File: src/rtl/example_mul_pipe_mac.sv
// example_mul_pipe_mac: pipelined multiply / multiply-accumulate unit.
// Operands are registered in stage 1. The product is then carried through
// NUM_STAGE-2 product registers. The final stage is the accumulator (dout),
// which saturates or wraps on overflow and keeps a sticky overflow flag.
module example_mul_pipe_mac #(
  parameter int DIN0_WIDTH  = 7,
  parameter int DIN1_WIDTH  = 14,
  parameter int DIN0_SIGNED = 0,
  parameter int DIN1_SIGNED = 1,
  parameter int DOUT_WIDTH  = 21,
  parameter int NUM_STAGE   = 3,
  parameter int SATURATE    = 1
) (
  input  logic                  ap_clk,
  input  logic                  ap_rst_n,
  input  logic                  ce,
  input  logic                  in_valid,
  input  logic [DIN0_WIDTH-1:0] din0,
  input  logic [DIN1_WIDTH-1:0] din1,
  input  logic                  acc_en,
  input  logic                  acc_clr,
  output logic                  out_valid,
  output logic [DOUT_WIDTH-1:0] dout,
  output logic                  ovf
);

  // Full product width, and the width used for the accumulate arithmetic.
  localparam int PW  = DIN0_WIDTH + DIN1_WIDTH + 1;
  localparam int SW  = DOUT_WIDTH + 1;
  localparam int NPR = NUM_STAGE - 2;

  localparam logic [DOUT_WIDTH-1:0] DOUT_MAX = {1'b0, {(DOUT_WIDTH-1){1'b1}}};
  localparam logic [DOUT_WIDTH-1:0] DOUT_MIN = {1'b1, {(DOUT_WIDTH-1){1'b0}}};

  // Stage-1 registers.
  logic [DIN0_WIDTH-1:0] din0_r;
  logic [DIN1_WIDTH-1:0] din1_r;
  logic                  v1_r;
  logic                  en1_r;
  logic                  clr1_r;

  // Operands with one extra bit: sign-extended or zero-extended.
  logic signed [DIN0_WIDTH:0] a_ext_s;
  logic signed [DIN1_WIDTH:0] b_ext_s;
  logic signed [PW-1:0]       prod_s;

  // Final-stage inputs, after the product pipeline.
  logic signed [PW-1:0] p_fin_s;
  logic                 v_fin_s;
  logic                 en_fin_s;
  logic                 clr_fin_s;

  // Accumulator state and its next-state terms.
  logic signed [DOUT_WIDTH-1:0] dout_r;
  logic                         ovf_r;
  logic                         out_valid_r;
  logic signed [SW-1:0]         base_s;
  logic signed [SW-1:0]         sum_s;
  logic                         ov_s;
  logic [DOUT_WIDTH-1:0]        next_dout_s;
  logic                         next_ovf_s;

  // Stage 1: capture operands and sideband on every enabled edge.
  always_ff @(posedge ap_clk or negedge ap_rst_n) begin
    if (!ap_rst_n) begin
      din0_r <= {DIN0_WIDTH{1'b0}};
      din1_r <= {DIN1_WIDTH{1'b0}};
      v1_r   <= 1'b0;
      en1_r  <= 1'b0;
      clr1_r <= 1'b0;
    end else if (ce) begin
      din0_r <= din0;
      din1_r <= din1;
      v1_r   <= in_valid;
      en1_r  <= acc_en;
      clr1_r <= acc_clr;
    end
  end

  // Extend both operands by one bit and form the signed full-width product.
  always_comb begin
    a_ext_s = {((DIN0_SIGNED != 0) & din0_r[DIN0_WIDTH-1]), din0_r};
    b_ext_s = {((DIN1_SIGNED != 0) & din1_r[DIN1_WIDTH-1]), din1_r};
    prod_s  = PW'(a_ext_s) * PW'(b_ext_s);
  end

  generate
    if (NPR == 0) begin : g_no_preg
      assign p_fin_s   = prod_s;
      assign v_fin_s   = v1_r;
      assign en_fin_s  = en1_r;
      assign clr_fin_s = clr1_r;
    end else begin : g_preg
      logic signed [PW-1:0] p_pipe_r [NPR];
      logic [NPR-1:0]       v_pipe_r;
      logic [NPR-1:0]       en_pipe_r;
      logic [NPR-1:0]       clr_pipe_r;

      // Product pipeline: shift the product and its sideband one stage per enabled edge.
      always_ff @(posedge ap_clk or negedge ap_rst_n) begin
        if (!ap_rst_n) begin
          for (int k = 0; k < NPR; k++) begin
            p_pipe_r[k]   <= {PW{1'b0}};
            v_pipe_r[k]   <= 1'b0;
            en_pipe_r[k]  <= 1'b0;
            clr_pipe_r[k] <= 1'b0;
          end
        end else if (ce) begin
          p_pipe_r[0]   <= prod_s;
          v_pipe_r[0]   <= v1_r;
          en_pipe_r[0]  <= en1_r;
          clr_pipe_r[0] <= clr1_r;
          for (int k = 1; k < NPR; k++) begin
            p_pipe_r[k]   <= p_pipe_r[k-1];
            v_pipe_r[k]   <= v_pipe_r[k-1];
            en_pipe_r[k]  <= en_pipe_r[k-1];
            clr_pipe_r[k] <= clr_pipe_r[k-1];
          end
        end
      end

      assign p_fin_s   = p_pipe_r[NPR-1];
      assign v_fin_s   = v_pipe_r[NPR-1];
      assign en_fin_s  = en_pipe_r[NPR-1];
      assign clr_fin_s = clr_pipe_r[NPR-1];
    end
  endgenerate

  // Accumulate or load, detect overflow, then clamp or wrap to the dout width.
  always_comb begin
    base_s      = {SW{1'b0}};
    sum_s       = {SW{1'b0}};
    ov_s        = 1'b0;
    next_dout_s = {DOUT_WIDTH{1'b0}};
    next_ovf_s  = 1'b0;
    if (clr_fin_s || !en_fin_s) begin
      base_s = {SW{1'b0}};
    end else begin
      base_s = SW'(dout_r);
    end
    sum_s = base_s + SW'(p_fin_s);
    ov_s  = sum_s[SW-1] ^ sum_s[SW-2];
    if (!ov_s) begin
      next_dout_s = sum_s[DOUT_WIDTH-1:0];
    end else if (SATURATE != 0) begin
      next_dout_s = sum_s[SW-1] ? DOUT_MIN : DOUT_MAX;
    end else begin
      next_dout_s = sum_s[DOUT_WIDTH-1:0];
    end
    if (clr_fin_s) begin
      next_ovf_s = ov_s;
    end else begin
      next_ovf_s = ovf_r | ov_s;
    end
  end

  // Final stage: update the accumulator only on valid beats; the valid flag follows the pipe.
  always_ff @(posedge ap_clk or negedge ap_rst_n) begin
    if (!ap_rst_n) begin
      out_valid_r <= 1'b0;
      dout_r      <= {DOUT_WIDTH{1'b0}};
      ovf_r       <= 1'b0;
    end else if (ce) begin
      out_valid_r <= v_fin_s;
      if (v_fin_s) begin
        dout_r <= next_dout_s;
        ovf_r  <= next_ovf_s;
      end
    end
  end

  assign out_valid = out_valid_r;
  assign dout      = dout_r;
  assign ovf       = ovf_r;

endmodule
File: config.mk
export PLATFORM = sky130hd
export DESIGN_NAME = example_mul_pipe_mac
export DESIGN_NICKNAME = d
export VERILOG_FILES = /design/src/rtl/example_mul_pipe_mac.sv
export SDC_FILE = /design/constraint.sdc
export NUM_CORES = 1
export LEC_CHECK = 0
export ABC_AREA = 1
export CAP_MARGIN = 20
export CORE_ASPECT_RATIO = 2
export CORE_UTILIZATION = 50
export DETAILED_ROUTE_END_ITERATION = 8
export GPL_TIMING_DRIVEN = 0
export HOLD_SLACK_MARGIN = 0.1
export PLACE_DENSITY = 0.84
export SYNTH_ARGS = -nofsm -noshare
export SYNTH_HDL_FRONTEND = slang
export SYNTH_SLANG_ARGS = --single-unit
File: constraint.sdc
create_clock -name ap_clk -period 4.05 [get_ports ap_clk]
set_input_delay 1.0125 -clock ap_clk [delete_from_list [all_inputs] [get_ports ap_clk]]
set_output_delay 1.0125 -clock ap_clk [all_outputs]
set_load 0.1 [all_outputs]
==> run metrics <==
outcome complete, but fails checks; failing checks negative setup slack; die area 0.0171 mm2; Setup Skew 9.84 ps; # diodes 0; Root Driver clkbuf_16; Power Density 751 mW/mm2; drt drc 0; Avg Synthesized Cell Area 7.09 um2; # placed instances 1420; DP Area 0.00911 mm2; sum of buffers and inverters on the critical path 5; asr flop ratio synth 100%; RSZ-0062 raised after global routing yes; placer congestion estimate 0.991; Max Slew Vio Count 0; number of port buffers 48; Tmin final 4400 ps; Hold/Removal Path Class reg -> reg; critical path data arrival time 4640 ps; flop and latch count out of synthesis 72; Starting Density 51.1%; cells after synthesis 1167; GRT Util Overall between 30% and 40%; slew margin rel. between 30% and 40%; worst path cell trace buf_12 > clkbuf_16 > nand2_4 > fa_1 > fa_1 > inv_2 > fa_1 > inv_1 > fa_1 > inv_2 > ha_4 > nand2_4 > nor3_4 > nor2_4 > o21ai_4 > a21oi_2 > or2_4 > nand3_2 > nand2_2; final std cells w/o fill 1466; height of the chip approximately 180 um; Critical Path Sink Type flop; slowest CP cell fa_1; Leakage 5.82 nW; Slew @ Worst Pin just under 1000 ps; TritonCTS clock tree yes; Max Cap Violations 0; most used cell, CP fa_1; first-pass GRT wire length roughly 40 mm; dominant cell type by area after synthesis dfrtp_1; FP Rows 66; top-area cell type share of the netlist area 21.8%; met2 WL 13.9 mm; Vias 7804; initial antenna violation count 0; CP delay by family, top adder cells; max incr delay on CP roughly 540 ps; cts bufs inserted 9; Iter 0 DRT Violations approximately 450; Crit path required time 4290 ps; remaining global-route overflow 0; # IOs 50; fin nets 1427; Vias/cell ~5.3; core area ~0.016 mm2; pin count of the biggest net entering global routing 59; # H-tree levels 3; register area share after synthesis between 20% and 30%; crit share post-route 109%; dominant synthesized flop cell dfrtp_1; drt first pass iters 7; Clock Pin Slew Worst Setup and Hold Paths about 60 ps; fin worst setup slack -350 ps; top cells by area, synth dfrtp_1 22%, fa_1 19%, nand2_1 17%; Fmax 227 MHz; vias in the first global route 8322; Post-DP HPWL 18.9 mm; VDD IR max 313 uV; Mapped Area 0.00827 mm2; CTS sink cnt 72; WL met3 ~830 um; Final Hold Viols 0; Area Overhead vs Synth 23.8%; Antenna Violating Nets Remaining 0; CP startpoint kind flop; Syn Nets around 1300; Setup CP Type reg -> reg; WL final 25.1 mm; Longest Clk Path Bufs 2; crit path max fanout 5; # hold bufs at CTS 0; final instance area between 0.01 and 0.015 mm2; DIE WIDTH a little over 90 um; EDFF count, synth 0; clock latency on the worst-skew pair ~360 ps; YS warnings 0; Top Layer Used met4; Netlist cell types 38; Setup violations, final 14; share of layout cells above drive strength 1 16.6%; wl on met1 about 7.7 mm; average wire per standard cell 17.2 um
==> sequential cells by signal, indices dropped and copies added, names as in the netlist, 7 cells and up <==
name	cells
din1_r	14
din0_r	7
g_preg.p_pipe_r	22
dout	21
==> cells in the mapped netlist (8+ instances only) <==
library cell / n
o21bai_1: 10
a21oi_1: 41
a21oi_2: 11
fa_1: 77
ha_1: 66
nand2_1: 367
nor2_1: 80
xor2_1: 15
clkbuf_1: 28
xnor2_1: 8
nand3_1: 28
o21ai_0: 23
nand4_1: 14
inv_1: 271
dfrtp_1: 72
==> layout make-up <==
cell class | instances | area [um2]
Timing Repair Buffer | 89 | 837
Multi-Input combinational cell | 787 | 5850
Sequential cell | 72 | 1810
Buffer | 26 | 179
Clock buffer | 12 | 256
Fill cell | 1421 | 5950
Inverter | 272 | 1020
Clock inverter | 4 | 28.8
Tap cell | 204 | 255
==> path summary, 6_finish.rpt <==
| path | start | end | cells after the start | slack, ps |
|---|---|---|---|---|
| hold reg to reg | en1_r | en1_r | 2 | 480 |
| setup / recovery | din0_r[2] | g_preg.p_pipe_r[14] | 19 | -350 |
| setup reg to reg | din0_r[2] | g_preg.p_pipe_r[14] | 19 | -350 |
| min in group asynchronous | ap_rst_n | dout[11] | 1 | 520 |
| hold / removal | en1_r | en1_r | 2 | 480 |
| max in group asynchronous | ap_rst_n | din0_r[6] | 2 | 2910 |
==> layer usage <==
layer	up-vias	track usage, %
met5	-	0
met4	0	30.2
met3	174	3.43
met2	288	58.4
met1	3680	26.2
li1	3662	-
==> kinds of logic (layout without fill, tap and decap cells) <==
| family | Yosys count | count (layout) | share of synthesized area [%] |
|---|---|---|---|
| xor+xnor | 23 | 23 | 2.44 |
| simple gates | 517 | 517 | 25.2 |
| fa+ha+maj | 143 | 143 | 28.6 |
| compound gates | 104 | 104 | 7.61 |
| buf+inv | 308 | 403 | 14.3 |
| flops | 72 | 72 | 21.8 |
==> cells in the final DEF, fill, tap and decap left out, drive strengths merged <==
master,netlist,routed
a21o,2,2
o21ai,28,28
clkbuf,30,28
nor2,85,85
o31ai,1,1
a31oi,6,6
a21oi,53,53
xnor2,8,8
inv,271,272
nand3b,4,4
buf,6,52
or2,5,5
clkinv,1,2
o211ai,1,1
ha,66,66
nand4,14,14
fa,77,77
nand2,373,373
xor2,15,15
dfrtp,72,72
clkinvlp,0,2
nor3,5,5
a21boi,1,1
and2,2,2
clkdlybuf4s50,0,47
nand3,29,29
o21bai,10,10
a221oi,2,2
==> worst register-to-register path, delay by kind of cell, from the launching register on <==
kind / cells / cell delay, ps
flip-flops: 1 / 440
AND/OR/NAND/NOR: 7 / 800
AO/OA/AOI/OAI: 2 / 320
buffers and inverters: 5 / 470
adder cells (fa/ha/maj): 5 / 2260
==> through the flow <==
| stage | hold slack, ps | setup WS (ps) | util, % | setup TNS (ps) | total power, mW |
|---|---|---|---|---|---|
| floorplan | 442 | 0.701 | - | 0 | 4.60 |
| global placement | 456 | -806 | 56.1 | -53360 | 5.55 |
| detailed placement | 461 | -845 | 56.3 | -6530 | 5.65 |
| CTS | 482 | -224 | 61.9 | -1580 | 7.22 |
| global route | 502 | -471 | 63.3 | -4850 | 8.23 |
| finish | 477 | -350 | 63.3 | -3040 | 7.69 |
==> where the power goes <==
group          total, mW  internal [mW]  switching [mW]
clock network      0.806          0.449           0.356
registers           1.17          0.955           0.211
logic               5.72           2.11            3.61
total               7.69           3.51            4.18
==> repair_timing <==
action                     in CTS  in global routing
hold endpoints to repair        0                  0
pin swaps                      46                 40
cloned                          3                  0
setup endpoints to repair      15                 25
setup buffers                  23                 15
gates resized for setup       104                 49
Power figures use the tool's default switching activity.
